==> src/rtl/sched_pkg.sv <==
// Shared types and limits for the voice frame scheduler.
// State encoding, accumulator sizing and 16-bit sample limits.
package sched_pkg;

  typedef enum logic [2:0] {
    IDLE,
    SCAN,
    REQ,
    SAT,
    WRITE
  } state_e;

  localparam logic signed [15:0] SAMPLE_MAX = 16'sh7fff;
  localparam logic signed [15:0] SAMPLE_MIN = 16'sh8000;

  function automatic int acc_w(input int n);
    return 16 + $clog2(n);
  endfunction

endpackage

==> src/rtl/sat_clip.sv <==
// Combinational saturation of a wide signed accumulator
// to the signed 16-bit sample range.
module sat_clip
  import sched_pkg::*;
#(
  parameter int W = 19
) (
  input  logic signed [W-1:0] acc,
  output logic        [15:0]  y
);

  localparam logic signed [W-1:0] MAXW = W'(SAMPLE_MAX);
  localparam logic signed [W-1:0] MINW = W'(SAMPLE_MIN);

  always_comb begin
    y = acc[15:0];
    if (acc > MAXW) y = SAMPLE_MAX;
    else if (acc < MINW) y = SAMPLE_MIN;
  end

endmodule

==> src/rtl/voice_frame_scheduler.sv <==
// Per-frame voice poller/mixer feeding the I2S transmit FIFO.
// Optional REQ timeout enabled by defining VOICE_TIMEOUT_EN.
module voice_frame_scheduler
  import sched_pkg::*;
#(
  parameter int NUM_VOICES  = 8,
  parameter int TIMEOUT_CYC = 15
) (
  input  logic                  MCLK,
  input  logic                  RESET,
  input  logic                  LRCLK,
  input  logic [NUM_VOICES-1:0] VOICE_ACTIVE,
  input  logic [NUM_VOICES-1:0] VOICE_ACK,
  input  logic [15:0]           VOICE_DATA,
  input  logic                  FIFO_FULL,
  input  logic                  MUTE,
  input  logic                  STAT_CLR,
  output logic [NUM_VOICES-1:0] VOICE_REQ,
  output logic                  FIFO_WRITE,
  output logic [15:0]           FIFO_DATA,
  output logic                  BUSY,
  output logic [7:0]            DROP_CNT,
  output logic                  OVERRUN,
  output logic                  TIMEOUT
);

  localparam int AW = acc_w(NUM_VOICES);
  localparam int IW = $clog2(NUM_VOICES + 1);
  localparam int PW = 1 << IW;

  state_e                 state_q, state_d;
  logic [IW-1:0]          idx_q, idx_d;
  logic signed [AW-1:0]   acc_q, acc_d;
  logic [NUM_VOICES-1:0]  req_q, req_d;
  logic                   fifo_write_q, fifo_write_d;
  logic [15:0]            fifo_data_q, fifo_data_d;
  logic [7:0]             drop_q, drop_d;
  logic                   overrun_q, overrun_d;
  logic                   busy_q;
  logic                   lrclk_q, start_q;

  logic [PW-1:0]          act_pad, ack_pad;
  logic [NUM_VOICES-1:0]  onehot;
  logic [15:0]            clip;

  assign act_pad = PW'(VOICE_ACTIVE);
  assign ack_pad = PW'(VOICE_ACK);
  assign onehot  = NUM_VOICES'(1) << idx_q;

  sat_clip #(.W(AW)) u_sat (
    .acc (acc_q),
    .y   (clip)
  );

`ifdef VOICE_TIMEOUT_EN
  localparam int TW = $clog2(TIMEOUT_CYC + 1);
  logic [TW-1:0] tmo_q, tmo_d;
  logic          timeout_q, timeout_d;
`endif

  always_comb begin
    state_d      = state_q;
    idx_d        = idx_q;
    acc_d        = acc_q;
    req_d        = '0;
    fifo_write_d = 1'b0;
    fifo_data_d  = fifo_data_q;
    drop_d       = drop_q;
    overrun_d    = overrun_q;
`ifdef VOICE_TIMEOUT_EN
    tmo_d        = tmo_q;
    timeout_d    = timeout_q;
`endif
    // A rise seen mid-frame is flagged and otherwise dropped
    if (start_q && state_q != IDLE) overrun_d = 1'b1;
    unique case (state_q)
      IDLE: begin
        if (start_q) begin
          idx_d   = '0;
          acc_d   = '0;
          state_d = SCAN;
        end
      end
      SCAN: begin
        if (idx_q == IW'(NUM_VOICES)) begin
          state_d = SAT;
        end else if (act_pad[idx_q]) begin
          state_d = REQ;
          req_d   = onehot;
`ifdef VOICE_TIMEOUT_EN
          tmo_d   = '0;
`endif
        end else begin
          idx_d = idx_q + IW'(1);
        end
      end
      REQ: begin
        if (ack_pad[idx_q]) begin
          acc_d   = acc_q + AW'($signed(VOICE_DATA));
          idx_d   = idx_q + IW'(1);
          state_d = SCAN;
`ifdef VOICE_TIMEOUT_EN
        end else if (tmo_q == TW'(TIMEOUT_CYC - 1)) begin
          timeout_d = 1'b1;
          idx_d     = idx_q + IW'(1);
          state_d   = SCAN;
        end else begin
          tmo_d = tmo_q + TW'(1);
          req_d = onehot;
`else
        end else begin
          req_d = onehot;
`endif
        end
      end
      SAT: begin
        state_d = WRITE;
        if (!FIFO_FULL) begin
          fifo_write_d = 1'b1;
          fifo_data_d  = MUTE ? 16'h0000 : clip;
        end else if (drop_q != 8'hff) begin
          drop_d = drop_q + 8'd1;
        end
      end
      WRITE: state_d = IDLE;
      default: state_d = IDLE;
    endcase
    if (STAT_CLR) begin
      drop_d    = '0;
      overrun_d = 1'b0;
`ifdef VOICE_TIMEOUT_EN
      timeout_d = 1'b0;
`endif
    end
  end

  always_ff @(posedge MCLK or posedge RESET) begin
    if (RESET) begin
      state_q      <= IDLE;
      idx_q        <= '0;
      acc_q        <= '0;
      req_q        <= '0;
      fifo_write_q <= 1'b0;
      fifo_data_q  <= '0;
      drop_q       <= '0;
      overrun_q    <= 1'b0;
      busy_q       <= 1'b0;
      lrclk_q      <= 1'b0;
      start_q      <= 1'b0;
    end else begin
      state_q      <= state_d;
      idx_q        <= idx_d;
      acc_q        <= acc_d;
      req_q        <= req_d;
      fifo_write_q <= fifo_write_d;
      fifo_data_q  <= fifo_data_d;
      drop_q       <= drop_d;
      overrun_q    <= overrun_d;
      busy_q       <= (state_d != IDLE);
      lrclk_q      <= LRCLK;
      start_q      <= LRCLK & ~lrclk_q;
    end
  end

`ifdef VOICE_TIMEOUT_EN
  always_ff @(posedge MCLK or posedge RESET) begin
    if (RESET) begin
      tmo_q     <= '0;
      timeout_q <= 1'b0;
    end else begin
      tmo_q     <= tmo_d;
      timeout_q <= timeout_d;
    end
  end
  assign TIMEOUT = timeout_q;
`else
  assign TIMEOUT = 1'b0;
`endif

  assign VOICE_REQ  = req_q;
  assign FIFO_WRITE = fifo_write_q;
  assign FIFO_DATA  = fifo_data_q;
  assign BUSY       = busy_q;
  assign DROP_CNT   = drop_q;
  assign OVERRUN    = overrun_q;

endmodule

==> config.mk <==
export PLATFORM = sky130hd
export DESIGN_NAME = voice_frame_scheduler
export DESIGN_NICKNAME = d
export VERILOG_FILES = /design/src/rtl/sched_pkg.sv /design/src/rtl/sat_clip.sv /design/src/rtl/voice_frame_scheduler.sv
export SDC_FILE = /design/constraint.sdc
export NUM_CORES = 1
export LEC_CHECK = 0
export CORE_MARGIN = 5
export CORE_UTILIZATION = 40
export CTS_CLUSTER_DIAMETER = 200
export DETAILED_ROUTE_END_ITERATION = 12
export PLACE_DENSITY = 0.7
export SETUP_SLACK_MARGIN = 0.4
export SLEW_MARGIN = 40
export SYNTH_ARGS = -nofsm -noshare
export SYNTH_HDL_FRONTEND = slang
export SYNTH_SLANG_ARGS = --single-unit
==> constraint.sdc <==
create_clock -name MCLK -period 3.35 [get_ports MCLK]
set_input_delay 0.67 -clock MCLK [delete_from_list [all_inputs] [get_ports MCLK]]
set_output_delay 0.67 -clock MCLK [all_outputs]
set_load 0.02 [all_outputs]
# Word-level counts from Yosys, hierarchy flattened
# Index checks and enable logic that the tools add are counted.
word_totals:
  ramBits: 0
  memories: 0
  reg_bits: 63
  latch_bits: 0
  in_bits: 38
  mem_bits_ro: 0
op_classes:
  addsub: 3
  div_mod_pow: 0
  bitwise: 3
  n_lt_le_gt_ge: 3
  n_mul: 0
  n_eq_ne: 9
  mux: 32
  shifts: 1
  reduce_logical: 14
ops:
  columns: ["op", "count"]
  rows:
  - ["two-way mux 8 bit", 7]
  - ["two-way mux 16 bit", 3]
  - ["two-way mux 19 bit", 2]
  - ["case mux 19 bit (2 select lines)", 1]
  - ["adder 19 x 16 -> 19 bit", 1]
  - ["greater-than comparator 19 x 16 -> 1 bit, second input constant", 1]
  - ["< comparator 19 x 16 -> 1 bit, second input constant", 1]
  - ["two-way mux 4 bit", 4]
  - ["case mux 8 bit (2 select lines)", 1]
  - ["two-way mux 3 bit", 4]
  - ["case mux 3 bit (4 select lines)", 1]
  - ["case mux 4 bit (3 select lines)", 1]
  - ["nonzero test 2 bit", 5]
  - ["nonzero test 3 bit", 3]
  - ["adder 8 x 1 -> 8 bit, second input constant", 1]
  - ["binary-select mux 1 bit (select 4 bit)", 2]
  - ["!= test 2 bit, second input constant", 4]
  - ["!= test 8 bit, second input constant", 1]
  - ["left shift 1 x 4 -> 8 bit, first input constant", 1]
  - ["equality test 3 x 2 -> 1 bit, second input constant", 2]
  - ["two-way mux 1 bit", 6]
  - ["AND reduction 3 bit", 2]
  - ["< comparator 4 x 5 -> 1 bit, second input constant", 1]
  - ["AND reduction 5 bit", 1]
  - ["other kinds (8)", 9]

# Logic depth before layout (Yosys ltp)
depth:
  word_depth: 6
  mapped_depth: 9
  mapped_depth_nobuf: 9

# By module
# A second synthesis with hierarchy kept.
unflattened:
  hier_cells: 446
  area_unflattened_um2: 4105.2
by_module_without_submodules:
  columns: ["module", "n_inst", "area_per_inst_um2", "seq_area_each_um2", "cells_per_inst"]
  rows:
  - ["voice_frame_scheduler", 1, 3731.1, 1576.5, 390]
  - ["sat_clip", 1, 374.1, 0.0, 56]

# Worst setup path after synthesis
# No wires, ideal clock.
synth_timing:
  kind: "input to register"
  start: "input port VOICE_DATA[0]"
  end: "register acc_q[18]"
  stages: 9
  arrival_ns: 2.467
  setup_time_ns: 0.079
  slack_ns: 0.803
  path_cell_list: "ha_1 -> fa_1 -> a21oi_1 -> o22ai_1 -> o21ai_0 -> a21oi_1 -> a31oi_1 -> mux2i_1 -> mux2i_1"
synth_via:
  elab_chain_cells: 3
synth_lines:
  columns: ["item", "line", "text"]
  rows:
  - ["start: declaration", "voice_frame_scheduler.sv:14", "input logic [15:0] VOICE_DATA,"]
  - ["adder 19 x 16 -> 19 bit", "voice_frame_scheduler.sv:99", "acc_d = acc_q + AW'($signed(VOICE_DATA));"]
  - ["two-way mux 19 bit", "voice_frame_scheduler.sv:98", "if (ack_pad[idx_q]) begin"]
  - ["case mux 19 bit (2 select lines)", "voice_frame_scheduler.sv:76", "unique case (state_q)"]
  - ["end signal: assignment", "voice_frame_scheduler.sv:141", "acc_q <= '0;"]
  - ["end signal: assignment", "voice_frame_scheduler.sv:153", "acc_q <= acc_d;"]
  - ["end: declaration", "voice_frame_scheduler.sv:33", "logic signed [AW-1:0] acc_q, acc_d;"]
# Every way passes these cells. The select of a mux whose other input is x is not followed.
# A chain may end at the register's enable or synchronous reset.

# Worst setup path in the final report
# Same ends and word-level chain as after synthesis.

==> results.tsv <==
stage	metric	value	unit
yosys	ys_seq_elements	63	
setup_path	timing.rr.start	idx_q[0]$_DFFE_PP0P_	
cells_and_area	design_area	0.004589	sq mm
global_routing	grt_overflow	0	
cts	cts_sinks	63	
timing	drv_slew	0	
run_status	outcome	completed	
die	die_y	104.9	um
setup_path	required	3610	ps
yosys	yosys_warnings	0	
hold_path	whs_endpoint	start_q$_DFF_PP0_	
cts	clk_latency	340	ps
yosys	synth_ff_type	dfrtp_1	
pwr	power_density	713.3	mW/mm^2
hold_path	hp-start	lrclk_q$_DFF_PP0_	
timing	fin_ws	601.3	ps
placement	hpwl	6231	um
hold_path	min_path_cells	1	
global_routing	grt_pass1_wl	13970	um
pwr	p_leak	0.002209	uW
run	max-cap-violations	0	
setup_path	crit_fanout	3	
yosys	seq_area_frac_synth	43.77	%
cells_and_area	n_fill_cell	800	
timing	maxSlewHeadroom	52.16	%
die	ios	74	
setup_path	critical_path_class	primary input to register	
die	start_util	41.11	%
die	row_count	34	
setup_path	reg2reg_to	idx_q[3]$_DFFE_PP0P_	
yosys	syn_avg_cell_area	9.632	sq um
global_routing	grt_max_degree	64	
cts	h-tree-depth	3	
cts	cts_buffer_depth	2	
yosys	async_reset_ff_share	100.0	%
placement	placedInstanceArea	0.004422	sq mm
cts	root_buffer	clkbuf_8	
setup_path	reg2reg_depth	7	
setup_path	arrival	3010	ps
drt	routed_wl	8165	um
timing	final.period_utilization	82.05	%
placement	gp_congestion	0.8313	
cells_and_area	multi_input_area	0.001879	sq mm
global_routing	antenna_found_initial	0	
drt	wl_per_cell	14.63	um
global_routing	grt_pass1_vias	2930	
cells_and_area	instances_no_fill	558	
placement	port-buffer-count	72	
cells_and_area	antenna_cells	0	
cells_and_area	seq_area	0.001577	sq mm
timing	finalClockSkew	8.774	ps
timing	setup_viol	0	
yosys	synth_cells	374	
timing	hold_ws	413.9	ps
setup_path	crit_path_end_kind	register	
pwr	vdd_drop_max	0.0002187	V
placement	dp_worst_setup_slack	115.7	ps
cts	cts_buffers	9	
timing	finalCriticalPeriod	2749	ps
drt	first_pass_iters	4	
die	fp.dieW	104.9	um
timing	finalSetupTns	0	ps
cells_and_area	drive_above_1_share	7.333	%
yosys	yosysUniqueCellTypes	51	
timing	rsz0062_at_grt	no	
drt	ant_nets	0	
timing	worst_slew_pin_slew	715.0	ps
setup_path	critPathLaunchType	primary input	
drt	drt_iter0_markers	126	
yosys	syn-num-nets	438	
hold_path	hold_path_class	register to register	
die	die-area	0.01100	sq mm
drt	vias	2901	
cells_and_area	nNetsFinal	510	
cts	path_clk_slew	70	ps
setup_path	r2r_setup_slack	770	ps
yosys	synth_area	0.003602	sq mm
die	core_area	0.008763	sq mm
timing	hold_violations	0	
placement	dp_cells	543	
yosys	synth-edff-count	0	
cts	cts_tree	done	
cts	hold_buffers	0	
drt	vias_per_cell	5.199	
cells_and_area	area_growth	27.41	%
global_routing	grt.total_usage	15.22	%
drt	drc	0	
timing	max_freq	363.8	MHz
metrics by stage:
step	power (uW)	utilization [%]
floorplan	2210	-
global placement	2674	50.46
detailed placement	2719	50.46
CTS	3289	52.33
global route	3528	52.37
finish	3274	52.37
kinds of logic (layout without fill, tap and decap cells):
logic type	after synthesis	count (layout)	share of synthesized area, %
buf+inv	30	106	4.168
flops	63	63	43.77
mux	12	12	5.210
compound gates	82	82	13.79
xor+xnor	21	21	5.106
simple gates	139	139	18.62
other cells	1	1	0.1041
fa+ha+maj	26	26	9.239
critical path: stages:
cell and delay (ps):
clkdlybuf4s50_1 410, ha_1 230, fa_1 430, a21oi_2 180, o22ai_1 130, o21ai_1 190
a21oi_1 130, a31oi_1 190, mux2i_1 250, mux2i_1 200
synthesized netlist by cell type (4+ instances only):
cell	instances	area (sq um)
dfrtp_1	63	1577
clkbuf_1	12	45.04
nand2b_1	4	25.02
mux2i_1	6	60.06
inv_1	10	37.54
a31oi_1	6	37.54
and3_1	11	68.82
xnor2_1	8	70.07
nor3_1	5	25.02
a21o_1	8	60.06
xor2_1	13	113.9
nor2_1	21	78.83
a21oi_1	17	85.08
nand2_1	51	191.4
ha_1	25	312.8
o21ai_0	39	195.2
nand3_1	26	130.1
nand4_1	4	25.02
mux4_1	4	105.1
placed cells by master, fill, tap and decap left out, types with 2 or more instances in the layout:
| master | count |
|---|---|
| nand3_1 | 26 |
| o21ai_0 | 38 |
| nor3_1 | 5 |
| clkdlybuf4s50_1 | 72 |
| mux4_1 | 4 |
| nand4_1 | 4 |
| nor2_1 | 21 |
| a211oi_1 | 2 |
| and2_1 | 3 |
| a31oi_1 | 6 |
| a21o_1 | 8 |
| dfrtp_1 | 63 |
| a21oi_1 | 16 |
| inv_1 | 9 |
| buf_4 | 7 |
| nand2b_1 | 4 |
| mux2_2 | 2 |
| mux2i_1 | 6 |
| clkbuf_8 | 10 |
| xnor2_1 | 8 |
| and3_1 | 11 |
| nor2b_1 | 3 |
| xor2_1 | 13 |
| clkinv_2 | 3 |
| o31ai_1 | 2 |
| nand2_1 | 51 |
| ha_1 | 25 |
area by class of cell:
class | instances | share of cell area (%)
clock buffer | 11 | 3.081
tap | 108 | 2.944
multi-input combinational | 281 | 40.95
clock inverter | 4 | 0.4907
timing repair buffer | 80 | 17.28
inverter | 11 | 0.8997
sequential | 63 | 34.35
sequential cells by signal, indices dropped and copies added, names as in the netlist, 3 cells and up:
name,cells
state_q,3
acc_q,19
VOICE_REQ,8
FIFO_DATA,16
idx_q,4
DROP_CNT,8
worst max path at each step:
stage	from	endpoint	cells after the start
finish	VOICE_DATA[0]	acc_q[18]$_DFFE_PP0P_	10
global route	VOICE_DATA[0]	acc_q[18]$_DFFE_PP0P_	10
CTS	VOICE_DATA[0]	acc_q[18]$_DFFE_PP0P_	10
detailed placement	VOICE_DATA[0]	acc_q[18]$_DFFE_PP0P_	10
global placement	VOICE_DATA[0]	acc_q[18]$_DFFE_PP0P_	10
floorplan	VOICE_DATA[0]	acc_q[18]$_DFFE_PP0P_	9
power breakdown:
group          switching (uW)  internal [uW]
clock network             283            281
registers                 210            978
logic                     822            700
routing by layer:
metal	share of wire, %	global-route usage (%)	up-vias
met1	47	20.30	1369
met4	0.91	5.205	0
met5	0	0	-
li1	-	-	1460
met2	47	24.46	66
met3	4.7	3.391	6
repair_timing:
action | in CTS | in global routing
setup endpoints to repair | 0 | 2
buffers inserted | 0 | 0
resized for setup | 0 | 2
(Power assumes the default switching activity.)
